### src/rtl/toggle_cover_detector.sv
// rtl/toggle_cover_detector.sv - per-bit rise/fall toggle cover detector with sticky mask and hit counter
module toggle_cover_detector #(
    parameter int WIDTH    = 31,
    parameter int ONE_SHOT = 1,
    parameter int CNT_W    = $clog2(2*WIDTH+1)
) (
    input  logic                 gbl_clk,
    input  logic                 reset,
    input  logic                 en,
    input  logic                 clear,
    input  logic [WIDTH-1:0]     sig,
    output logic [2*WIDTH-1:0]   valid,
    output logic [CNT_W-1:0]     hit_count,
    output logic                 all_hit
);

    typedef enum logic {PRIME = 1'b0, ARMED = 1'b1} state_t;

    state_t               r_state, w_nxt_state;
    logic [WIDTH-1:0]     r_prev, w_nxt_prev;
    logic [2*WIDTH-1:0]   r_covered, w_nxt_covered;
    logic [2*WIDTH-1:0]   r_valid, w_nxt_valid;
    logic [CNT_W-1:0]     r_hit_count, w_nxt_hit_count;
    logic                 r_all_hit, w_nxt_all_hit;

    logic [WIDTH-1:0]     w_rise, w_fall;
    logic [2*WIDTH-1:0]   w_ev, w_newhit;
    logic [CNT_W-1:0]     w_pop;

    assign w_rise   = ~r_prev & sig;
    assign w_fall   = r_prev & ~sig;
    assign w_newhit = w_ev & ~r_covered;

    // Even slot = rise, odd slot = fall; popcount is a flat adder over all cover points.
    always_comb begin
        w_ev  = '0;
        w_pop = '0;
        for (int i = 0; i < WIDTH; i++) begin
            w_ev[2*i]   = w_rise[i];
            w_ev[2*i+1] = w_fall[i];
        end
        for (int j = 0; j < 2*WIDTH; j++) begin
            w_pop = w_pop + CNT_W'(w_newhit[j]);
        end
    end

    always_comb begin
        w_nxt_state     = r_state;
        w_nxt_prev      = r_prev;
        w_nxt_covered   = r_covered;
        w_nxt_valid     = '0;
        w_nxt_hit_count = r_hit_count;
        w_nxt_all_hit   = r_all_hit;
        if (clear) begin
            w_nxt_covered   = '0;
            w_nxt_hit_count = '0;
            w_nxt_all_hit   = 1'b0;
            w_nxt_state     = PRIME;
        end else if (en) begin
            w_nxt_prev = sig;
            if (r_state == PRIME) begin
                w_nxt_state = ARMED;
            end else begin
                w_nxt_covered   = r_covered | w_ev;
                w_nxt_valid     = (ONE_SHOT != 0) ? w_newhit : w_ev;
                w_nxt_hit_count = r_hit_count + w_pop;
                // Sticky: covered never shrinks outside clear, so the count cannot pass full.
                w_nxt_all_hit   = r_all_hit | (w_nxt_hit_count == CNT_W'(2*WIDTH));
            end
        end
    end

    always_ff @(posedge gbl_clk) begin
        if (!reset) begin
            r_state     <= PRIME;
            r_prev      <= '0;
            r_covered   <= '0;
            r_valid     <= '0;
            r_hit_count <= '0;
            r_all_hit   <= 1'b0;
        end else begin
            r_state     <= w_nxt_state;
            r_prev      <= w_nxt_prev;
            r_covered   <= w_nxt_covered;
            r_valid     <= w_nxt_valid;
            r_hit_count <= w_nxt_hit_count;
            r_all_hit   <= w_nxt_all_hit;
        end
    end

    assign valid     = r_valid;
    assign hit_count = r_hit_count;
    assign all_hit   = r_all_hit;

endmodule

### config.mk
export PLATFORM = sky130hd
export DESIGN_NAME = toggle_cover_detector
export DESIGN_NICKNAME = d
export VERILOG_FILES = /design/src/rtl/toggle_cover_detector.sv
export SDC_FILE = /design/constraint.sdc
export NUM_CORES = 1
export LEC_CHECK = 0
export ABC_AREA = 0
export BUFFER_PORTS_ARGS = -buffer_cell sky130_fd_sc_hd__buf_4
export CAP_MARGIN = 10
export CORE_ASPECT_RATIO = 2
export CORE_MARGIN = 2
export CORE_UTILIZATION = 45
export CTS_CLUSTER_DIAMETER = 150
export DETAILED_ROUTE_END_ITERATION = 6
export PLACE_DENSITY = 0.64
export SYNTH_ARGS = -nofsm -noshare
export SYNTH_HDL_FRONTEND = slang
export SYNTH_SLANG_ARGS = --single-unit
### constraint.sdc
create_clock -name gbl_clk -period 18.31 [get_ports gbl_clk]
set_clock_uncertainty 0.05 [all_clocks]
set_input_delay 3.662 -clock gbl_clk [delete_from_list [all_inputs] [get_ports gbl_clk]]
set_output_delay 3.662 -clock gbl_clk [all_outputs]
set_load 0.03 [all_outputs]
==> impl_results.md, run 1 <==
* Worst path arrival time at between 9000 and 10000 ps
* Fin. max-slew vios at 0
* Max-Cap Viols at 0
* CTS Sinks at around 160
* Top_reg_cell synth: dfxtp_1
* Layout Nets at approximately 970
* Async S/R FF share, synth at 0
* Vias per inst at roughly 5.1
* Starting Density at 0.458
* Leading post-synthesis cells by cell area: dfxtp_1 (45%), fa_1 (15%), inv_1 (6.1%)
* CP Capture Type: flip-flop
* Pre-CTS WS at about 8400 ps
* Count leader, synth: dfxtp_1
* Crit path cell chain: buf_4 -> inv_1 -> or3_1 -> fa_1 -> inv_1 -> fa_1 -> inv_1 -> fa_1 -> fa_1 -> fa_1 -> fa_1 -> fa_1 -> fa_1 -> fa_1 -> fa_1 -> inv_1 -> a21o_1 -> a21oi_1 -> xnor2_1 -> nand2_1 -> a21oi_1
* Pwr dens at between 150 and 200 nW/µm²
* Max Freq at approximately 0.11 GHz
* Worst path max stage delay at roughly 580 ps
* WL final at 16900 µm
* H-tree depth at 4
* Final setup violation count at 0
* Synth cell types at 31
* CTS Hold Buffers Added at 0
* Vias in the first global route at ~5500
* Kind of start point of the critical path: input pin
* Sequential share of the synthesized area at 0.454
* Final ANT Viol Nets at 0
* DRC Markers at 0
* Clk buf depth at 2
* Clk slew on worst S/H paths at roughly 70 ps
* Hold Crit Class: flip-flop to flip-flop
* Yosys reg bits at approximately 160
* VDD IR max at about 150 µV
* Die H at ~180 µm
* Iter 0 DRT Violations at around 210
* Crit Path Category: input pin to flip-flop
* Slew @ Worst Pin at approximately 970 ps
* Drt pass-1 iters at 6
* Top cell type's share of synthesized area at 0.454
* RePlAce Congestion at between 0.7 and 0.8
* Core area at 15700 µm²
* Slew headroom at 0.352
* Post-Syn Nets at around 880
* Static leakage at around 3.8 nW
* Clk_lat worst skew at about 430 ps
* EDFF count, synth at 0
* Port bufs at approximately 100
* Sum Neg Setup Slack at 0 ps
* CTS tree: built
* Filler Cells Inserted at around 1500
* Routed len/inst at 15.8 µm
* Critical Path RT at approximately 19000 ps
* Layout cell share with drive strength beyond 1 at 0.165
* Vias at roughly 5500
* End-of-flow core utilization at 0.552
* Total GRT Usage at 0.210
* CTS resizes at 0
* Die width at 93.3 µm
* Area leader, netlist: dfxtp_1
* Clock Tree Root: clkbuf_16
* Num CTS Buffers at 17
* Antenna violations before repair at 0
* Syn Inst Count at a little under 800
* Largest net degree at the start of global routing at between 90 and 100
* Most used cell, CP: fa_1
* Ant. Diodes at 0
* CP max stage cell: fa_1
* Unrepaired setup endpoints after global routing: false
* # IOs at between 100 and 150
* Area grow syn2layout at 20.6%
* Final worst slack at between 8000 and 9000 ps
* Most frequent cells after synthesis: dfxtp_1 (163), inv_1 (117), nor2_1 (106)
* # rows at 65
* Worst-path maximum fanout at 4
* Remaining global-route overflow at 0
* Synth Cell Area at approximately 7200 µm²
* Die area at 17000 µm²
* Post-CTS Setup Repair Bufs at 0
* Post-layout minimum cycle time at 9480 ps
* Final worst path period share at 0.518
* Ys Warns at 0
* Status: finished clean
* Final hold violation count at 0
* Synthesized area per cell at 9.30 µm²
* Global-route wire length before repair at 27200 µm
* Post-DP HPWL at ~12000 µm
## path summary, 6_finish.rpt
check	slack, ps	cells after the start	endpoint	startpoint
min reg2reg	410	2	r_covered[26]	r_covered[26]
max	8830	21	hit_count[4]	sig[6]
max reg2reg	11850	19	hit_count[4]	r_prev[6]
min	410	2	r_covered[26]	r_covered[26]
## logic make-up (layout without fill, tap and decap cells)
family,after synthesis,in the layout,synth area share
simple gates,271,271,0.172
compound gates,108,108,0.0988
flops,163,163,0.454
xor+xnor,7,7,0.00854
fa+ha+maj,72,72,0.182
buf+inv,151,254,0.0841
## area by class of cell
type	count	area [µm²]	share of cell area
Clock inverter	12	123	0.0142
Inverter	117	439	0.0507
Clock buffer	20	467	0.0539
Tap cell	201	251	0.0290
Multi-Input combinational cell	458	3330	0.384
Timing Repair Buffer	105	788	0.0910
Sequential cell	163	3260	0.377
## per-stage QoR
| stage | hold slack [ps] | cells | power [mW] | cell area (µm²) |
|---|---|---|---|---|
| 4_1_cts | 411 | 1076 | 1.40 | 8660 |
| 5_1_grt | 430 | 1076 | 1.50 | 8660 |
| 3_5_place_dp | 397 | 1044 | 1.04 | 8070 |
| 2_1_floorplan | 378 | 772 | 0.893 | 7180 |
| 6_report | 411 | 1076 | 1.37 | 8660 |
| 3_3_place_gp | 389 | 1044 | 1.04 | 8070 |
## routing by layer
metal,routed length (µm),vias to the layer above,global-route usage,share of wire
met2,9460,137,0.385,0.56
met5,0,-,0,0
met3,663,34,0.0380,0.039
li1,-,2657,-,-
met4,656,0,0.118,0.039
met1,6170,2669,0.217,0.36
## flip-flops by register name, summed over array words and instances (netlist names)
name,flops
r_prev,31
hit_count,6
all_hit,1
valid,62
r_covered,62
r_state,1
## worst max-delay path, delay by kind of cell
| family | cells | cell delay, ps |
|---|---|---|
| buffers and inverters | 5 | 330 |
| AOI/OAI and AO/OA | 3 | 310 |
| adders and majority gates | 10 | 4810 |
| xor gates and xnor gates | 1 | 190 |
| and+or+nand+nor | 2 | 470 |
## placed cells by master (no fill, tap or decap), types with 2 or more instances in the layout
master	count
nor2_1	106
clkbuf_8	3
buf_4	105
nand2b_2	2
dfxtp_1	163
nor3_1	23
a31oi_1	62
ha_1	18
inv_6	4
a211oi_1	2
and3_1	23
inv_1	117
or3_1	39
nand2_1	70
clkinvlp_4	3
a21boi_0	31
xnor2_1	7
o21ai_0	3
a21oi_1	6
fa_1	54
clkinv_4	4
clkbuf_16	17
## power breakdown
part,internal [mW],switching [mW]
Sequential,0.361,0.00545
Combinational,0.295,0.360
Clock,0.201,0.151
No activity file was read; power rests on OpenSTA's default activity.
==> inputs of run 2 (changes only) <==
Clock period 18.31 ns to 9.75 ns, I/O delays scaled along.
==> run 2 against run 1 <==
Critical path depth did not move. Final area fell by 0.61%. Register-to-register slack worse by 8600 ps.
==> impl_results.md, run 2 (synthesis gave the netlist of run 1 again) <==
* CTS Hold Buffers Added at 0
* Post-CTS Setup Repair Bufs at 0
* Unrepaired setup endpoints after global routing: false
* Worst-path maximum fanout at 4
* Max Freq at around 0.13 GHz
* Worst reg2reg path depth at 19
* Comb power frac at 0.488
* Sw Ratio at 0.384
* Final worst slack at around 2000 ps
* Clock Tree Root: clkbuf_16
* Crit path from: sig[6]
* Pwr Total at ~2.5 mW
* Port bufs at about 100
* Iter 0 DRT Violations at ~230
* Crit Path Category: input pin to flip-flop
* CTS resizes at 0
* Num CTS Buffers at 17
* Sequential fraction of design power at 0.271
* Drt pass-1 iters at 4
* Crit path to: hit_count[4]
* Final hold violation count at 0
* Worst path arrival time at between 8000 and 9000 ps
* Status: finished clean
* Pint at 1.57 mW
* Reg2Reg Launch Point: r_prev[6]
* Antenna violations before repair at 0
* Core area at between 15000 and 20000 µm²
* Vias per inst at between 5 and 6
* DRC Markers at 0
* Starting Density at 0.458
* Post-DP HPWL at between 10000 and 15000 µm
* Post-layout minimum cycle time at ~7700 ps
* Final instance area at between 8000 and 9000 µm²
* Clk slew on worst S/H paths at 70 ps
* Most common cell after layout, fill and taps aside: dfxtp_1
* Placed Area at between 8000 and 9000 µm²
* Sw power at approximately 980 µW
* Critical Path RT at 10050 ps
* Clock share of power at 0.241
* CP Capture Type: flip-flop
* Sum Neg Setup Slack at 0 ps
* Remaining global-route overflow at 0
* Largest net degree at the start of global routing at between 90 and 100
* Area grow syn2layout at 19.8%
* Clk_lat worst skew at approximately 430 ps
* Die H at 183 µm
* H-tree depth at 4
* Clk buf depth at 2
* Slew @ Worst Pin at 948 ps
* RePlAce Congestion at roughly 0.8
* Layout cell share with drive strength beyond 1 at 0.162
* Routed len/inst at 15.8 µm
* VDD IR max at 291 µV
* Die area at 17000 µm²
* Pre-CTS WS at 1520 ps
* R2R Setup Slk at between 3000 and 4000 ps
* Most frequent cells in the layout: dfxtp_1 (163), inv_1 (117), nor2_1 (106)
* CTS Sinks at 163
* Final ANT Viol Nets at 0
* Final setup violation count at 0
* Hold Crit Class: flip-flop to flip-flop
* Global-route wire length before repair at roughly 28000 µm
* Ant. Diodes at 0
* Kind of start point of the critical path: input pin
* # IOs at about 100
* Vias in the first global route at between 5000 and 6000
* CTS tree: built
* Pwr dens at around 300 nW/µm²
* Reg2reg end: hit_count[4]
* Layout Nets at between 900 and 1000
* Die width at 93.3 µm
* Slew headroom at 0.367
* Total GRT Usage at 0.212
* Max-Cap Viols at 0
* Fin. max-slew vios at 0
* Vias at roughly 5500
* # rows at 65
* Static leakage at around 3.8 nW
* Final worst path period share at 0.795
* WL final at 17000 µm
run 2: cell types whose count changed in the layout (fill, tap and decap cells not counted):
cell	previous run	this run
clkinv_4	4	3
clkbuf_8	3	0
clkinv_2	0	1
clkbuf_1	0	2
clkinvlp_4	3	5
bufinv_16	1	0
run 2: layout make-up:
cell class                 instances  area, µm²
fill                            1456       7090
multi-input combinational        458       3330
sequential                       163       3260
timing repair buffer             105        788
inverter                         117        439
clock buffer                      19        433
tap                              201        251
clock inverter                    13        104
run 2: through the flow:
step | instances | utilization | hold slack [ps]
finish | 1076 | 0.548 | 412
global route | 1076 | 0.548 | 430
CTS | 1076 | 0.548 | 413
detailed placement | 1044 | 0.514 | 397
global placement | 1044 | 0.514 | 389
floorplan | 772 | - | 378
run 2: worst min-delay path by stage:
| stage | depth (start not counted) | slack (ps) | endpoint | startpoint |
|---|---|---|---|---|
| after floorplan | 2 | 380 | r_covered[10] | r_covered[10] |
| after global placement | 2 | 390 | r_covered[58] | r_covered[58] |
| after detailed placement | 2 | 400 | r_covered[20] | r_covered[20] |
| after CTS | 2 | 410 | r_covered[19] | r_covered[19] |
| after global routing | 2 | 430 | r_covered[33] | r_covered[33] |
| final | 2 | 410 | r_covered[19] | r_covered[19] |
run 2: power by group through the flow:
stage          combinational (mW)  sequential, mW  clock (mW)
3_5_place_dp                 1.25           0.703           0
4_1_cts                      1.26           0.688       0.624
3_3_place_gp                 1.25           0.703           0
5_1_grt                      1.43           0.689       0.653
6_report                     1.24           0.688       0.612
2_1_floorplan               0.967           0.709           0
run 2: metal layers:
metal,wire [µm],part of all wire,global-route usage
met2,9530,0.56,0.393
met1,6420,0.38,0.227
met5,0,0,0
met3,594,0.035,0.0446
met4,486,0.029,0.0912
run 2: worst max-delay path, stage by stage:
cell     delay, ps
buf_4          100
inv_1           40
or3_1          390
fa_1           570
inv_1           50
fa_1           480
inv_1           50
fa_1           520
fa_1           450
fa_1           500
fa_1           550
fa_1           430
fa_1           460
fa_1           410
fa_1           420
inv_1           70
a21o_1         100
a21oi_1         70
xnor2_1        200
nand2_1         80
a21oi_1        150
